File: src/rtl/uart_pkg.sv
// uart_pkg: shared definitions for the UART transmit/receive paths.
//   - LCR field bit positions
//   - parity-mode encodings for lcr[5:3]
//   - transmitter state enum
//   - TICKS_PER_BIT (baud ticks per serial bit)
//   - helpers: word-length mask and parity-bit computation
package uart_pkg;

  localparam int LCR_WLS_LSB = 0;  // [1:0] word length 5/6/7/8
  localparam int LCR_STB     = 2;  // stop bits select
  localparam int LCR_PEN     = 3;  // parity enable
  localparam int LCR_EPS     = 4;  // even parity select
  localparam int LCR_SP      = 5;  // stick parity
  localparam int LCR_BRK     = 6;  // break control
  localparam int LCR_DLAB    = 7;  // divisor latch access, unused by tx

  localparam logic [2:0] PAR_ODD   = 3'b001;
  localparam logic [2:0] PAR_EVEN  = 3'b011;
  localparam logic [2:0] PAR_MARK  = 3'b101;
  localparam logic [2:0] PAR_SPACE = 3'b111;

  localparam int TICKS_PER_BIT = 16;

  typedef enum logic [2:0] {
    TX_IDLE   = 3'd0,
    TX_START  = 3'd1,
    TX_DATA   = 3'd2,
    TX_PARITY = 3'd3,
    TX_STOP   = 3'd4
  } tx_state_t;

  // Keeps only the data bits that belong to the selected word length.
  function automatic logic [7:0] word_mask(input logic [1:0] wls);
    logic [7:0] m;
    case (wls)
      2'b00:   m = 8'h1F;
      2'b01:   m = 8'h3F;
      2'b10:   m = 8'h7F;
      default: m = 8'hFF;
    endcase
    return m;
  endfunction

  // Parity bit for a frame; only meaningful when parity is enabled.
  function automatic logic parity_bit(input logic [7:0] data,
                                      input logic [1:0] wls,
                                      input logic [2:0] mode);
    logic x;
    logic p;
    x = ^(data & word_mask(wls));
    case (mode)
      PAR_ODD:   p = ~x;
      PAR_EVEN:  p = x;
      PAR_MARK:  p = 1'b1;
      PAR_SPACE: p = 1'b0;
      default:   p = 1'b0;
    endcase
    return p;
  endfunction

endpackage

File: src/rtl/uart_baud_gen.sv
// uart_baud_gen: divisor counter producing one baud tick every D clocks.
//   clk      in   system clock
//   rst      in   synchronous active-high reset
//   restart  in   zero the counter (frame start)
//   divisor  in   16-bit divisor D; D=0 behaves as D=1
//   tick     out  one-cycle tick, decoded from the counter register
module uart_baud_gen (
  input  logic        clk,
  input  logic        rst,
  input  logic        restart,
  input  logic [15:0] divisor,
  output logic        tick
);

  logic [15:0] r_cnt;
  logic [15:0] w_last;

  assign w_last = (divisor == 16'd0) ? 16'd0 : (divisor - 16'd1);
  // '>=' so a divisor lowered below the running count still wraps promptly.
  assign tick   = (r_cnt >= w_last);

  // Divisor counter: wraps on each tick, zeroed on restart.
  always_ff @(posedge clk) begin
    if (rst) begin
      r_cnt <= 16'd0;
    end else if (restart || tick) begin
      r_cnt <= 16'd0;
    end else begin
      r_cnt <= r_cnt + 16'd1;
    end
  end

endmodule

File: src/rtl/uart_tx.sv
// uart_tx: UART serial transmitter with a one-entry holding register (THR).
// Frame: start, 5-8 data bits LSB first, optional parity, 1/1.5/2 stop bits.
// Format is latched from lcr at each frame start; bit time is 16*D clocks.
//   clk, rst           clock, synchronous active-high reset
//   lcr, dll, dlh      line control and baud divisor {dlh,dll}
//   thr_data, thr_wr   byte to send and its one-cycle write strobe
//   thre_ie            THR-empty interrupt enable
//   tx                 serial line (registered, idles high)
//   thr_empty          THRE; tx_empty: TEMT (idle and THR empty)
//   thr_ovr            one-cycle pulse when a write is dropped
//   intt_tx            registered thr_empty & thre_ie
// Build option: define UART_TX_BREAK_EN to let lcr[6] force tx low.
module uart_tx
  import uart_pkg::*;
(
  input  logic       clk,
  input  logic       rst,
  input  logic [7:0] lcr,
  input  logic [7:0] dll,
  input  logic [7:0] dlh,
  input  logic [7:0] thr_data,
  input  logic       thr_wr,
  input  logic       thre_ie,
  output logic       tx,
  output logic       thr_empty,
  output logic       tx_empty,
  output logic       thr_ovr,
  output logic       intt_tx
);

  localparam logic [4:0] TICK_LAST = 5'(TICKS_PER_BIT - 1);

  tx_state_t  r_state;
  logic [7:0] r_thr;
  logic [7:0] r_shift;
  logic [3:0] r_fmt;      // latched lcr[3:0]: word length, stop, parity enable
  logic       r_thr_full;
  logic       r_par;
  logic       r_line;     // current bit value without break applied
  logic       r_tx;
  logic       r_thr_ovr;
  logic       r_intt;
  logic [4:0] r_tick_cnt;
  logic [2:0] r_bit_cnt;

  logic       w_tick;
  logic       w_load;
  logic       w_brk;
  logic       w_tick_end;
  logic       w_stop_end;
  logic [4:0] w_stop_last;
  logic [2:0] w_last_bit;
  logic       w_unused_lcr;

`ifdef UART_TX_BREAK_EN
  assign w_brk = lcr[LCR_BRK];
`else
  assign w_brk = 1'b0;
`endif
  assign w_unused_lcr = ^lcr[LCR_DLAB:LCR_BRK];

  uart_baud_gen u_baud (
    .clk     (clk),
    .rst     (rst),
    .restart (w_load),
    .divisor ({dlh, dll}),
    .tick    (w_tick)
  );

  // Stop length in ticks minus one: 16, or 32 (24 for a 5-bit word).
  always_comb begin
    w_stop_last = TICK_LAST;
    if (r_fmt[LCR_STB]) begin
      if (r_fmt[1:0] == 2'b00) begin
        w_stop_last = 5'd23;
      end else begin
        w_stop_last = 5'd31;
      end
    end else begin
      w_stop_last = TICK_LAST;
    end
  end

  assign w_last_bit = 3'd4 + {1'b0, r_fmt[1:0]};
  assign w_tick_end = w_tick && (r_tick_cnt == TICK_LAST);
  assign w_stop_end = (r_state == TX_STOP) && w_tick && (r_tick_cnt == w_stop_last);
  // Transfer THR to the shifter from idle, or straight out of the stop bit.
  assign w_load     = r_thr_full && ((r_state == TX_IDLE) || w_stop_end);

  // Holding register, overrun pulse and THR-empty interrupt.
  always_ff @(posedge clk) begin
    if (rst) begin
      r_thr      <= 8'd0;
      r_thr_full <= 1'b0;
      r_thr_ovr  <= 1'b0;
      r_intt     <= 1'b0;
    end else begin
      r_thr_ovr <= 1'b0;
      r_intt    <= ~r_thr_full & thre_ie;
      // A write on the transfer cycle refills THR behind the transfer.
      if (thr_wr && (!r_thr_full || w_load)) begin
        r_thr      <= thr_data;
        r_thr_full <= 1'b1;
      end else if (thr_wr) begin
        r_thr_ovr <= 1'b1;
      end else if (w_load) begin
        r_thr_full <= 1'b0;
      end else begin
        r_thr_full <= r_thr_full;
      end
    end
  end

  // Frame state machine and registered serial output.
  always_ff @(posedge clk) begin
    if (rst) begin
      r_state    <= TX_IDLE;
      r_shift    <= 8'd0;
      r_fmt      <= 4'd0;
      r_par      <= 1'b0;
      r_tick_cnt <= 5'd0;
      r_bit_cnt  <= 3'd0;
      r_line     <= 1'b1;
      r_tx       <= 1'b1;
    end else begin
      r_tx <= r_line;
      if (w_load) begin
        r_state    <= TX_START;
        r_shift    <= r_thr;
        r_fmt      <= lcr[3:0];
        r_par      <= parity_bit(r_thr, lcr[1:0], lcr[LCR_SP:LCR_PEN]);
        r_tick_cnt <= 5'd0;
        r_bit_cnt  <= 3'd0;
        r_line     <= 1'b0;
        r_tx       <= 1'b0;
      end else if (w_tick) begin
        case (r_state)
          TX_IDLE: begin
            r_tick_cnt <= 5'd0;
          end
          TX_START: begin
            if (w_tick_end) begin
              r_state    <= TX_DATA;
              r_tick_cnt <= 5'd0;
              r_line     <= r_shift[0];
              r_tx       <= r_shift[0];
            end else begin
              r_tick_cnt <= r_tick_cnt + 5'd1;
            end
          end
          TX_DATA: begin
            if (w_tick_end) begin
              r_tick_cnt <= 5'd0;
              if (r_bit_cnt == w_last_bit) begin
                if (r_fmt[LCR_PEN]) begin
                  r_state <= TX_PARITY;
                  r_line  <= r_par;
                  r_tx    <= r_par;
                end else begin
                  r_state <= TX_STOP;
                  r_line  <= 1'b1;
                  r_tx    <= 1'b1;
                end
              end else begin
                r_bit_cnt <= r_bit_cnt + 3'd1;
                r_shift   <= {1'b0, r_shift[7:1]};
                r_line    <= r_shift[1];
                r_tx      <= r_shift[1];
              end
            end else begin
              r_tick_cnt <= r_tick_cnt + 5'd1;
            end
          end
          TX_PARITY: begin
            if (w_tick_end) begin
              r_state    <= TX_STOP;
              r_tick_cnt <= 5'd0;
              r_line     <= 1'b1;
              r_tx       <= 1'b1;
            end else begin
              r_tick_cnt <= r_tick_cnt + 5'd1;
            end
          end
          TX_STOP: begin
            if (r_tick_cnt == w_stop_last) begin
              r_state    <= TX_IDLE;
              r_tick_cnt <= 5'd0;
            end else begin
              r_tick_cnt <= r_tick_cnt + 5'd1;
            end
          end
          default: begin
            r_state    <= TX_IDLE;
            r_tick_cnt <= 5'd0;
            r_line     <= 1'b1;
            r_tx       <= 1'b1;
          end
        endcase
      end
      // Break overrides the line; the frame keeps advancing underneath.
      if (w_brk) begin
        r_tx <= 1'b0;
      end
    end
  end

  assign tx        = r_tx;
  assign thr_empty = ~r_thr_full;
  assign tx_empty  = (r_state == TX_IDLE) & ~r_thr_full;
  assign thr_ovr   = r_thr_ovr;
  assign intt_tx   = r_intt;

endmodule

File: config.mk
export PLATFORM = sky130hd
export DESIGN_NAME = uart_tx
export DESIGN_NICKNAME = d
export VERILOG_FILES = /design/src/rtl/uart_pkg.sv /design/src/rtl/uart_baud_gen.sv /design/src/rtl/uart_tx.sv
export SDC_FILE = /design/constraint.sdc
export NUM_CORES = 1
export LEC_CHECK = 0
export CORE_UTILIZATION = 40
export CTS_CLUSTER_SIZE = 10
export DETAILED_ROUTE_END_ITERATION = 8
export SYNTH_ARGS = -nofsm -noshare
export SYNTH_HDL_FRONTEND = slang
export SYNTH_SLANG_ARGS = --single-unit
File: constraint.sdc
create_clock -name clk -period 6.5 [get_ports clk]
set_input_delay 1.95 -clock clk [delete_from_list [all_inputs] [get_ports clk]]
set_output_delay 1.95 -clock clk [all_outputs]
set_load 0.02 [all_outputs]
### Word-level counts from Yosys, hierarchy flattened

Cells that the tools add are included.

| word-level totals | value |
|---|---|
| flip-flop bits (word level) | 52 |
| bits in latches | 0 |
| RAM bits | 0 |
| memory bits (read-only) | 0 |
| bits of input ports | 36 |
| output and inout port bits | 5 |
| logic and storage cells | 117 |
| memories kept | 0 |

| cells by class | value |
|---|---|
| add/sub/neg operators | 5 |
| multipliers | 0 |
| div/mod/pow operators | 0 |
| magnitude comparators | 1 |
| eq/ne operators | 26 |
| shifts and indexed selects | 0 |
| muxes and demuxes | 36 |
| bitwise gates (word level) | 7 |
| reductions and logical operators | 29 |

Operators by type and width:

| kind | count |
|---|---|
| 8-bit 2-to-1 mux | 7 |
| 8-bit case mux with 3 select lines | 1 |
| 3-bit 2-to-1 mux | 6 |
| 16-bit by 1-bit adder with 16-bit output, second input constant | 1 |
| 16-bit >= comparator | 1 |
| 16-bit logical NOT | 1 |
| 16-bit 2-to-1 mux | 1 |
| 16-bit by 1-bit subtractor with 16-bit output, second input constant | 1 |
| 5-bit 2-to-1 mux | 3 |
| 3-bit case mux with 5 select lines | 1 |
| 7-bit AND reduction | 2 |
| 1-bit 2-to-1 mux | 13 |
| 3-bit by 2-bit != test with 1-bit output, second input constant | 4 |
| 2-bit by 1-bit != test with 1-bit output, second input constant | 5 |
| 5-bit case mux with 2 select lines | 1 |
| 3-bit by 2-bit equality test with 1-bit output, second input constant | 3 |
| 8-bit bitwise AND | 1 |
| 2-bit != test, second input constant | 4 |
| 4-bit AND reduction | 2 |
| 2-bit nonzero test | 4 |
| 2-bit OR reduction | 4 |
| 8-bit XOR reduction | 1 |
| 3-bit by 1-bit equality test with 1-bit output, second input constant | 2 |
| 3-bit equality test, second input constant | 2 |
| other kinds (22) | 33 |

### Longest topological paths before layout

| logic depth | value |
|---|---|
| depth in word-level cells | 13 |
| depth in mapped cells | 14 |
| gate-level depth less buffers | 13 |

### By module

Synthesis repeated with hierarchy kept, for this count alone.

| second synthesis, totals | value |
|---|---|
| cell total of the unflattened synthesis | 385 |
| area, all modules | 3240.6 µm² |

By module, submodules not included:

| module | times used | cells each | area an instance (µm²) | seq. area each (µm²) |
|---|---|---|---|---|
| uart_tx | 1 | 210 | 1848.0 | 720.7 |
| uart_baud_gen | 1 | 175 | 1392.6 | 320.3 |

### Worst setup path before layout

Ideal clock, no wire load.

| timing | value |
|---|---|
| path kind | in2reg |
| start | input dll[5] |
| end | register r_shift[7] |
| library setup time | 70 ps |
| data arrival time | 5201 ps |
| data required time | 6430 ps |
| path slack | 1229 ps |
| stages | 14 |
| buffers on the path | 1 |
| cell sequence | nor4_1 > nand4b_1 > or2_2 > nor4_1 > xor2_1 > nand2_1 > ha_1 > a21o_1 > a21o_1 > a2111oi_4 > a21boi_1 > buf_6 > or4b_1 > a21oi_1 |

| between the ends | value |
|---|---|
| longest elaborated chain between the ends | 9 |
| elaborated cells between the ends (all ways) | 15 |
| classes of those cells | 1 x add/sub; 1 x order compare; 1 x eq/ne; 2 x mux; 10 x reduce/logical |

Ends and longest elaborated chain:

| item | RTL line | RTL |
|---|---|---|
| from (decl) | uart_tx.sv:19 | `input logic [7:0] dll,` |
| 16-bit by 1-bit subtractor with 16-bit output / 16-bit logical NOT (equally long branches) | uart_baud_gen.sv:18 | `assign w_last = (divisor == 16'd0) ? 16'd0 : (divisor - 16'd1);` |
| 16-bit 2-to-1 mux (*) | uart_baud_gen.sv:18 |  |
| 16-bit >= comparator (*) | uart_baud_gen.sv:20 | `assign tick = (r_cnt >= w_last);` |
| 1-bit logical AND (2 in series) | uart_tx.sv:86 | `assign w_stop_end = (r_state == TX_STOP) && w_tick && (r_tick_cnt == w_stop_last);` |
| 1-bit logical OR | uart_tx.sv:88 | `assign w_load = r_thr_full && ((r_state == TX_IDLE) \|\| w_stop_end);` |
| 1-bit logical AND | uart_tx.sv:88 |  |
| 2-bit by 1-bit != test with 1-bit output (no source line) / 2-bit nonzero test (equally long branches) | -- |  |
| 4-bit AND reduction (no source line) | -- |  |
| to (signal assigned) | uart_tx.sv:129 | `r_shift <= r_thr;` |
| to (signal assigned) | uart_tx.sv:166 | `r_shift <= {1'b0, r_shift[7:1]};` |
| to (decl) | uart_tx.sv:35 | `logic [7:0] r_shift;` |

Mark *: on every way between the ends. The rest lies on a longest branch, timed or not.
A chain may end at the register's enable or synchronous reset.

### Worst setup path after layout

Ends and elaborated chain as after synthesis.

==> impl_results.md <==
- Status: finished, final reports clean
- Layout fillers: 770
- Placed instance area: 3740 um^2
- GRT overflow: 0
- Number of flops mapped to enable cells by yosys: 0
- Remaining number of nets flagged by the antenna check after routing: 0
- Number of post-CTS setup repair buffers: 0
- Tightest slew margin relative to the limit: 34.3%
- Met3 WL post-DR: 293 um
- Number of distinct library cell variants in the gate-level netlist after synthesis: 52
- Power Total: 0.653 mW
- Synthesized flop and latch total: 52
- Max VDD drop: 0.0783 mV
- First-pass iteration count of the detailed router: 4
- Worst EP required: 6710 ps
- Area contributors post-synth: sky130_fd_sc_hd__dfxtp_1, sky130_fd_sc_hd__ha_1, sky130_fd_sc_hd__a21oi_1
- Growth of design area from synthesis to finish: 18.2%
- Final hold violations: 0
- Pins over their slew limit: 0
- Ratio of final minimum period to clock period: 88.3%
- Worst setup path class: in2reg
- Cell type with the largest total area after synthesis: sky130_fd_sc_hd__dfxtp_1
- Global placement routability congestion: 0.902
- Crit path setup slack, layout: 760 ps
- Routed length on met1: 3520 um
- Data arrival, critical path: 5960 ps
- Accumulated negative setup slack: 0 ps
- Total met2 wirelength after detailed routing: 3380 um
- FFs w/ async S/R, synth: 0%
- Buffer depth of the longest clock path: 2
- Number of max-cap violations: 0
- Vias per cell: 5.39
- Setup-violating endpoint count in the final report: 0
- CTS Root Buffer Type: sky130_fd_sc_hd__clkbuf_8
- Layout Cell Area excl Fill: 3830 um^2
- Largest net degree at the start of global routing: 27
- Maximum operating frequency: 0.174 GHz
- Initial detailed-routing violation count: 102
- Leakage power figure: 1.47 nW
- Wire length per cell: 13.6 um
- CTS H-Tree Depth: 2
- First-pass GRT wire length: 13000 um
- Total Wirelength: 7260 um
- Warning count from the yosys run: 0
- Post-synthesis cell area: 3240 um^2
- Number of clock sinks: 52
- Final period demand of the worst path: 5740 ps
- Antenna Diode Count: 0
- Yosys top cell area share: 32.1%
- CTS-repair resized insts: 0
- Power density cells: 170 nW/um^2
- Core region area: 7770 um^2
- Post-layout nets: 492
- Worst-path maximum fanout: 7
- Highest metal layer used by the detailed router: met4
- Die outline area: 8470 um^2
- Worst-Skew Late Latency: 300 ps
- Worst Tran Pin Value: 977 ps
- Tightest Hold Check Type: reg2reg
- Instance count of the mapped netlist: 396
- All-Layer GR Usage: 18.7%
- TritonCTS clock tree: built
- Type of element capturing the critical path: register
- Core Rows: 32
- Mean Syn Cell Area: 8.19 um^2
- Number of buffers added to fix hold violations after cts: 0
- RSZ-0062 raised after global routing: no
- Vias: 2884
- Net count after synthesis: 454
- Count of buffers from port buffering: 38
- Most frequently used flop master after synthesis: sky130_fd_sc_hd__dfxtp_1
- Clock-pin slew reported for the worst setup and hold paths after clock tree synthesis: 90 ps
- Post-Place Worst Slack: 429 ps
- Initial Util: 41.8%
- X dimension of the die: 92.0 um
- Number of antenna violations at the first check in global routing: 0
- Drc violations: 0
- Share of the core filled with cells: 49.4%
- Critical Path Source Type: input port
- Number of global-route vias before repair: 2849
- Io pins: 41
- Post-synthesis sequential area ratio: 32.1%
- TritonCTS buffer count: 5
- Post-detail-place hpwl: 5600 um
- Clock skew after layout: 12.2 ps
- Chip Height: 92.0 um
- Share of cells above drive strength 1: 4.85%
## placed cells by master (no fill, tap or decap), types with 4 or more instances in the layout
cell / count
sky130_fd_sc_hd__dfxtp_1: 52
sky130_fd_sc_hd__nand3_1: 26
sky130_fd_sc_hd__a21oi_1: 33
sky130_fd_sc_hd__nand4_1: 7
sky130_fd_sc_hd__clkbuf_8: 5
sky130_fd_sc_hd__a31oi_1: 4
sky130_fd_sc_hd__nor2_1: 39
sky130_fd_sc_hd__o211ai_1: 9
sky130_fd_sc_hd__or3_1: 5
sky130_fd_sc_hd__nor4_1: 4
sky130_fd_sc_hd__nand2b_1: 4
sky130_fd_sc_hd__clkdlybuf4s50_1: 38
sky130_fd_sc_hd__inv_1: 12
sky130_fd_sc_hd__nor3_1: 11
sky130_fd_sc_hd__mux2i_1: 9
sky130_fd_sc_hd__xnor2_1: 17
sky130_fd_sc_hd__buf_4: 5
sky130_fd_sc_hd__and3_1: 4
sky130_fd_sc_hd__or2_2: 4
sky130_fd_sc_hd__o31ai_1: 4
sky130_fd_sc_hd__o21ai_0: 14
sky130_fd_sc_hd__a211oi_1: 9
sky130_fd_sc_hd__xor2_1: 18
sky130_fd_sc_hd__ha_1: 22
sky130_fd_sc_hd__nand2_1: 40
## final timing paths
path,startpoint,slack (ps),cells after the start,to
setup / recovery,dll[5],760,14,r_shift[7]
hold / removal,r_tick_cnt[1],480,2,r_tick_cnt[1]
setup reg to reg,u_baud.r_cnt[0],3770,8,r_shift[7]
hold reg to reg,r_tick_cnt[1],480,2,r_tick_cnt[1]
## worst max-delay path, stage by stage
cell and delay (ps):
sky130_fd_sc_hd__clkdlybuf4s50_1 460, sky130_fd_sc_hd__nor4_1 370, sky130_fd_sc_hd__nand4b_1 210, sky130_fd_sc_hd__or2_2 350, sky130_fd_sc_hd__nor4_1 240, sky130_fd_sc_hd__xor2_1 180
sky130_fd_sc_hd__nand2_1 80, sky130_fd_sc_hd__ha_1 300, sky130_fd_sc_hd__a21o_1 160, sky130_fd_sc_hd__a21o_1 210, sky130_fd_sc_hd__a2111oi_4 570, sky130_fd_sc_hd__a21boi_2 200
sky130_fd_sc_hd__or4b_1 540, sky130_fd_sc_hd__a21oi_1 140
## per-stage QoR
step,std cells,hold slack (ps)
after floorplan,396,441
after global placement,529,460
after detailed placement,529,463
after CTS,535,476
after global routing,535,526
final,535,480
## layer usage
metal / track usage (%) / up-vias
met5: 0 / -
met4: 4.56 / 0
met3: 3.23 / 8
met2: 32.4 / 58
met1: 23.8 / 1320
li1: - / 1498
## power breakdown
part	internal, mW	switching [mW]
logic	0.0538	0.0514
registers	0.329	0.00898
clock network	0.111	0.0987
total	0.494	0.159
## flip-flops by register name (all words and copies together) (netlist names)
register	count
u_baud.r_cnt	16
r_bit_cnt	3
tx	1
r_state	3
r_thr_full	1
r_tick_cnt	5
r_shift	8
r_par	1
thr_ovr	1
intt_tx	1
r_thr	8
r_fmt	4
## logic make-up (layout without fill, tap and decap cells)
| logic type | count (synthesis) | after routing | synth area share [%] |
|---|---|---|---|
| AND/OR/NAND/NOR | 159 | 159 | 23.7 |
| AO/OA/AOI/OAI | 94 | 94 | 19.8 |
| flip-flops | 52 | 52 | 32.1 |
| XOR/XNOR | 36 | 36 | 10.1 |
| buffers and inverters | 24 | 61 | 3.01 |
| adder cells (fa/ha/maj) | 22 | 22 | 8.49 |
| multiplexers | 9 | 9 | 2.78 |
## final cells by class
type | instances | area (um^2) | area share, %
multi-input combinational | 320 | 2100 | 54.9
clock buffer | 5 | 68.8 | 1.79
clock inverter | 1 | 30.0 | 0.783
sequential | 52 | 1040 | 27.1
inverter | 12 | 45.0 | 1.17
tap | 102 | 128 | 3.33
timing repair buffer | 43 | 418 | 10.9
## cells in the mapped netlist (5+ instances only)
master	instances
sky130_fd_sc_hd__dfxtp_1	52
sky130_fd_sc_hd__nand2_1	40
sky130_fd_sc_hd__nor2_1	39
sky130_fd_sc_hd__a21oi_1	33
sky130_fd_sc_hd__nand3_1	26
sky130_fd_sc_hd__ha_1	22
sky130_fd_sc_hd__xor2_1	18
sky130_fd_sc_hd__xnor2_1	17
sky130_fd_sc_hd__o21ai_0	14
sky130_fd_sc_hd__inv_1	12
sky130_fd_sc_hd__clkbuf_1	11
sky130_fd_sc_hd__nor3_1	11
sky130_fd_sc_hd__a211oi_1	9
sky130_fd_sc_hd__mux2i_1	9
sky130_fd_sc_hd__o211ai_1	9
sky130_fd_sc_hd__nand4_1	7
sky130_fd_sc_hd__or3_1	5
No activity file was read; power rests on OpenSTA's default activity.
